<file path="config.mk">
export PLATFORM = sky130hd
export DESIGN_NAME = hazard_ctrl
export DESIGN_NICKNAME = d
export VERILOG_FILES = /design/src/rtl/hazard_ctrl.sv
export SDC_FILE = /design/constraint.sdc
export NUM_CORES = 1
export LEC_CHECK = 0
export ABC_AREA = 1
export BUFFER_PORTS_ARGS = -buffer_cell sky130_fd_sc_hd__clkbuf_2
export CAP_MARGIN = 20
export CORE_UTILIZATION = 44
export CTS_CLUSTER_DIAMETER = 80
export DETAILED_ROUTE_END_ITERATION = 8
export MAX_ROUTING_LAYER = met4
export PLACE_DENSITY = 0.95
export SETUP_SLACK_MARGIN = 0.02
export SYNTH_ARGS = -nofsm -noshare
export SYNTH_HDL_FRONTEND = slang
export SYNTH_SLANG_ARGS = --single-unit
</file>
<file path="constraint.sdc">
create_clock -name clk_i -period 2.62 [get_ports clk_i]
set_input_delay 0.655 -clock clk_i [delete_from_list [all_inputs] [get_ports clk_i]]
set_output_delay 0.655 -clock clk_i [all_outputs]
set_load 0.1 [all_outputs]
</file>
<file path="src/rtl/hazard_ctrl.sv">
// Pipeline hazard controller: load-use stalls, branch/jump flushes and data-memory
// wait freezes, with a sticky memory-timeout flag.
// Optional performance counters are built when HAZARD_CTRL_PERF_CNT_EN is defined;
// otherwise the count outputs are tied to zero.
module hazard_ctrl (
    input  logic        clk_i,
    input  logic        rst_i,
    input  logic        start_i,
    input  logic        idex_memread_i,
    input  logic [4:0]  idex_rt_i,
    input  logic [4:0]  ifid_rs_i,
    input  logic [4:0]  ifid_rt_i,
    input  logic        branch_taken_i,
    input  logic        jump_i,
    input  logic        mem_req_i,
    input  logic        mem_ack_i,
    output logic        pc_write_o,
    output logic        ifid_write_o,
    output logic        ifid_flush_o,
    output logic        ctrl_bubble_o,
    output logic        pipe_freeze_o,
    output logic        err_o,
    output logic [31:0] stall_cnt_o,
    output logic [31:0] flush_cnt_o,
    output logic [31:0] memwait_cnt_o
);

    typedef enum logic [1:0] {
        StIdle    = 2'd0,
        StRun     = 2'd1,
        StMemWait = 2'd2
    } state_e;

    state_e     state_q, state_d;
    logic [7:0] wait_cnt_q, wait_cnt_d;
    logic       err_q, err_d;

    logic load_use;
    logic redirect;
    logic mem_stall;
    logic stall_evt;
    logic memwait_evt;

    assign load_use  = idex_memread_i & (idex_rt_i != 5'd0) &
                       ((idex_rt_i == ifid_rs_i) | (idex_rt_i == ifid_rt_i));
    assign redirect  = branch_taken_i | jump_i;
    assign mem_stall = mem_req_i & ~mem_ack_i;

    // Next-state and output decode; RUN outputs follow the current inputs directly.
    always_comb begin
        state_d       = state_q;
        wait_cnt_d    = wait_cnt_q;
        err_d         = err_q;
        stall_evt     = 1'b0;
        memwait_evt   = 1'b0;
        pc_write_o    = 1'b0;
        ifid_write_o  = 1'b0;
        ifid_flush_o  = 1'b0;
        ctrl_bubble_o = 1'b1;
        pipe_freeze_o = 1'b1;
        case (state_q)
            StIdle: begin
                if (start_i) begin
                    state_d = StRun;
                end
            end
            StRun: begin
                pc_write_o    = 1'b1;
                ifid_write_o  = 1'b1;
                ctrl_bubble_o = 1'b0;
                pipe_freeze_o = 1'b0;
                if (mem_stall) begin
                    // An outstanding data access outranks everything, including start_i.
                    pc_write_o    = 1'b0;
                    ifid_write_o  = 1'b0;
                    pipe_freeze_o = 1'b1;
                    wait_cnt_d    = 8'd0;
                    state_d       = StMemWait;
                end else begin
                    if (load_use) begin
                        pc_write_o    = 1'b0;
                        ifid_write_o  = 1'b0;
                        ctrl_bubble_o = 1'b1;
                        stall_evt     = 1'b1;
                    end else if (redirect) begin
                        ifid_flush_o = 1'b1;
                    end
                    if (!start_i) begin
                        state_d = StIdle;
                    end
                end
            end
            StMemWait: begin
                ctrl_bubble_o = 1'b0;
                memwait_evt   = 1'b1;
                wait_cnt_d    = (wait_cnt_q == 8'hFF) ? 8'hFF : wait_cnt_q + 8'd1;
                if (wait_cnt_d == 8'hFF) begin
                    err_d = 1'b1;
                end
                // start_i is deliberately ignored until the access completes.
                if (mem_ack_i) begin
                    state_d = StRun;
                end
            end
            default: begin
                state_d = StIdle;
            end
        endcase
    end

    // State, wait counter and sticky timeout flag.
    always_ff @(posedge clk_i or posedge rst_i) begin
        if (rst_i) begin
            state_q    <= StIdle;
            wait_cnt_q <= 8'd0;
            err_q      <= 1'b0;
        end else begin
            state_q    <= state_d;
            wait_cnt_q <= wait_cnt_d;
            err_q      <= err_d;
        end
    end

    assign err_o = err_q;

`ifdef HAZARD_CTRL_PERF_CNT_EN
    logic [31:0] stall_cnt_q, flush_cnt_q, memwait_cnt_q;

    // Performance counters, wrapping modulo 2^32.
    always_ff @(posedge clk_i or posedge rst_i) begin
        if (rst_i) begin
            stall_cnt_q   <= 32'd0;
            flush_cnt_q   <= 32'd0;
            memwait_cnt_q <= 32'd0;
        end else begin
            if (stall_evt) begin
                stall_cnt_q <= stall_cnt_q + 32'd1;
            end
            if (ifid_flush_o) begin
                flush_cnt_q <= flush_cnt_q + 32'd1;
            end
            if (memwait_evt) begin
                memwait_cnt_q <= memwait_cnt_q + 32'd1;
            end
        end
    end

    assign stall_cnt_o   = stall_cnt_q;
    assign flush_cnt_o   = flush_cnt_q;
    assign memwait_cnt_o = memwait_cnt_q;
`else
    logic unused_evt;
    assign unused_evt    = stall_evt ^ memwait_evt;
    assign stall_cnt_o   = 32'd0;
    assign flush_cnt_o   = 32'd0;
    assign memwait_cnt_o = 32'd0;
`endif

endmodule

</file>
==> metrics.csv <==
stage,metric,value,unit
status,status,finished clean,
placement,dpl.hpwl,2210,um
clock_tree,root_buffer,clkbuf_8,
timing,rsz0062_at_grt,no,
clock_tree,insertion_delay,0.24,ns
global_routing,grt_pass1_vias,1082,
placement,dpl_cell_area,0.00154,mm^2
clock_tree,cts_hold_buf,0,
floorplan,io_pins,125,
clock_tree,clk_path_buf_depth,2,
layout,final_nets,305,
critical_path,end_kind,primary output,
clock_tree,cts_buffers,3,
critical_path,cp_num_cells,11,
clock_tree,cts_setup_buffers,0,
placement,gp_congestion,0.869,
critical_path,cp_max_fo,3,
global_routing,grt.overflow.total,0,
global_routing,grt_max_degree,12,
power_and_ir_drop,power.density,1130,mW/mm^2
timing,max_slew_margin,64.2,%
floorplan,dieArea,0.00398,mm^2
global_routing,grt_usage,13.1,%
floorplan,die-height,63.1,um
timing,post-route-period-util,91.7,%
layout,seq_area,275,um^2
clock_tree,cts.htree.levels,1,
clock_tree,cts_resized,0,
timing,setup_viol,0,
logic_synthesis,seq_area_frac_synth,16.7,%
power_and_ir_drop,vdd_ir_drop_max,0.650,mV
clock_tree,clock-sinks,11,
logic_synthesis,synth-seq-cells,11,
route,drt_wl_total,2480,um
layout,instances_no_fill,326,
layout,layout_common_cells,"conb_1 (96), nand2_1 (52), inv_1 (28), clkbuf_2 (24), nor2_1 (15)",
critical_path,critical_path_required,1.97,ns
route,vias,1236,
floorplan,core,0.00347,mm^2
floorplan,rows,21,
hold_path,hold_class,in2async,
clock_tree,clk_pin_slew,0.05,ns
layout,area_delta_synth_final,-3.80,%
power_and_ir_drop,p_leak,0.00101,uW
global_routing,grt_pass1_wl,4180,um
critical_path,regToRegSetupSlack,1.18,ns
timing,tightest_slew,0.539,ns
timing,fmaxAchievable,0.416,GHz
placement,dpl.cell_count,322,
timing,post-route-min-period,2.40,ns
critical_path,crit_type,in2out,
floorplan,die-width,63.1,um
clock_tree,cts_tree,built,
layout,diodes,0,
timing,drv_slew,0,
critical_path,slowest_delay,0.19,ns
critical_path,cp_top_family,simple AND/OR/NAND/NOR gates,
global_routing,antenna_found_initial,0,
critical_path,worst-path-buf-inv,4,
logic_synthesis,synth.avg_cell_area,6.58,um^2
layout,postLayoutCellArea,0.00158,mm^2
timing,finalClockSkew,0.00602,ns
layout,multi_input_area,883,um^2
logic_synthesis,syn_area,0.00164,mm^2
critical_path,arrival,1.75,ns
route,drc,0,
placement,port-buffer-count,28,
job,maxCapViolCount,0,
critical_path,start_kind,input port,
logic_synthesis,ys_types,20,
logic_synthesis,syn_inst,250,
layout,nFillCells,366,
route,via_per_inst,3.79,
route,dr.pass1.iters,4,
critical_path,path_cells,"clkbuf_2, inv_1, nand2_1, nand2_1, nor2_1, nand3_1, nand2_1, nand2_1, nand2_1, clkinvlp_4, buf_12",
layout,drive_gt1_share,14.3,%
route,drt_first_iter_violations,27,
critical_path,rr_worst_depth,9,
logic_synthesis,yosys_warnings,0,
route,antenna_left,0,
critical_path,cp_slowest_cell,buf_12,
route,wl_per_cell,7.60,um
critical_path,cp_common_cell,nand2_1,
floorplan,start_util,47.4,%
timing,final_hold_viol_count,0,
layout,layout_commonest_cell,conb_1,
worst reg2reg max path: stages, from the launching register on:
cell	delay [ns]
dfrtp_1	0.42
ha_1	0.24
nand2_2	0.08
nor2_4	0.12
nand2_4	0.09
nand2_1	0.10
nand3_1	0.10
nor2_1	0.11
nand2_1	0.06
nand2_1	0.06
state kept, by name (all words and copies together), names as in the netlist:
register	cells
wait_cnt_q	8
err_o	1
state_q	2
layer usage:
| metal | track usage, % | up-vias | wire length [um] |
|---|---|---|---|
| li1 | - | 629 | - |
| met1 | 13.9 | 536 | 920 |
| met2 | 23.3 | 67 | 1350 |
| met3 | 2.54 | 4 | 175 |
| met4 | 6.40 | 0 | 35 |
| met5 | - | - | 0 |
cells in the mapped netlist:
library cell	count	share of area [%]
nand2_2	1	0.38
ha_1	1	0.76
o21ai_1	4	1.2
nand2_4	1	0.68
clkinv_1	1	0.23
buf_4	97	44
xnor2_1	3	1.6
nand4_1	2	0.76
o22ai_1	2	0.76
a21oi_1	5	1.5
inv_2	1	0.23
nand3_1	13	4.0
conb_1	1	0.23
nand2_1	52	12
inv_1	29	6.6
dfrtp_1	11	17
nor2_4	3	2.1
nor3_2	1	0.61
o21ai_0	6	1.8
nor2_1	16	3.7
final cells by class:
cell class	count	area share, %
Timing Repair Buffer	28	12.7
Inverter	31	7.59
Tap cell	46	3.64
Clock buffer	4	2.85
Multi-Input combinational cell	206	55.9
Sequential cell	11	17.4
report_power, final:
group | switching [uW] | internal, uW
Sequential | 70.6 | 230
Combinational | 1090 | 226
Clock | 60.9 | 107
Total | 1220 | 563
kinds of logic after synthesis:
logic type               count (synthesis)  share of synthesized area [%]
buffers and inverters                  128                           51.4
AND/OR/NAND/NOR                         89                           24.0
AO/OA/AOI/OAI                           17                           5.33
flip-flops                              11                           16.7
XOR/XNOR                                 3                           1.60
adder cells (fa/ha/maj)                  1                          0.761
other                                    1                          0.228
stage by stage:
| stage | TNS [ns] | utilization (%) | power (uW) | setup WS (ns) | hold WS, ns |
|---|---|---|---|---|---|
| finish | 0 | 45.6 | 1780 | 0.216 | 0.377 |
| global route | 0 | 45.6 | 1860 | 0.0599 | 0.427 |
| CTS | 0 | 45.6 | 1780 | 0.206 | 0.395 |
| detailed placement | 0 | 44.3 | 1610 | 0.206 | 0.458 |
| global placement | 0 | 44.3 | 1590 | 0.267 | 0.448 |
| floorplan | -0.0447 | - | 1510 | -0.0376 | 0.507 |
path summary, 6_finish.rpt:
check | endpoint | from
max | ifid_write_o | idex_rt_i[3]
min in group clk_i | err_o$_DFFE_PP0P_ | err_o$_DFFE_PP0P_
max reg2reg | err_o$_DFFE_PP0P_ | wait_cnt_q[0]$_DFFE_PP0P_
max in group asynchronous | wait_cnt_q[0]$_DFFE_PP0P_ | rst_i
min reg2reg | err_o$_DFFE_PP0P_ | err_o$_DFFE_PP0P_
min | state_q[1]$_DFFE_PP0P_ | rst_i
Note: power is estimated with default switching activity, not from simulation.
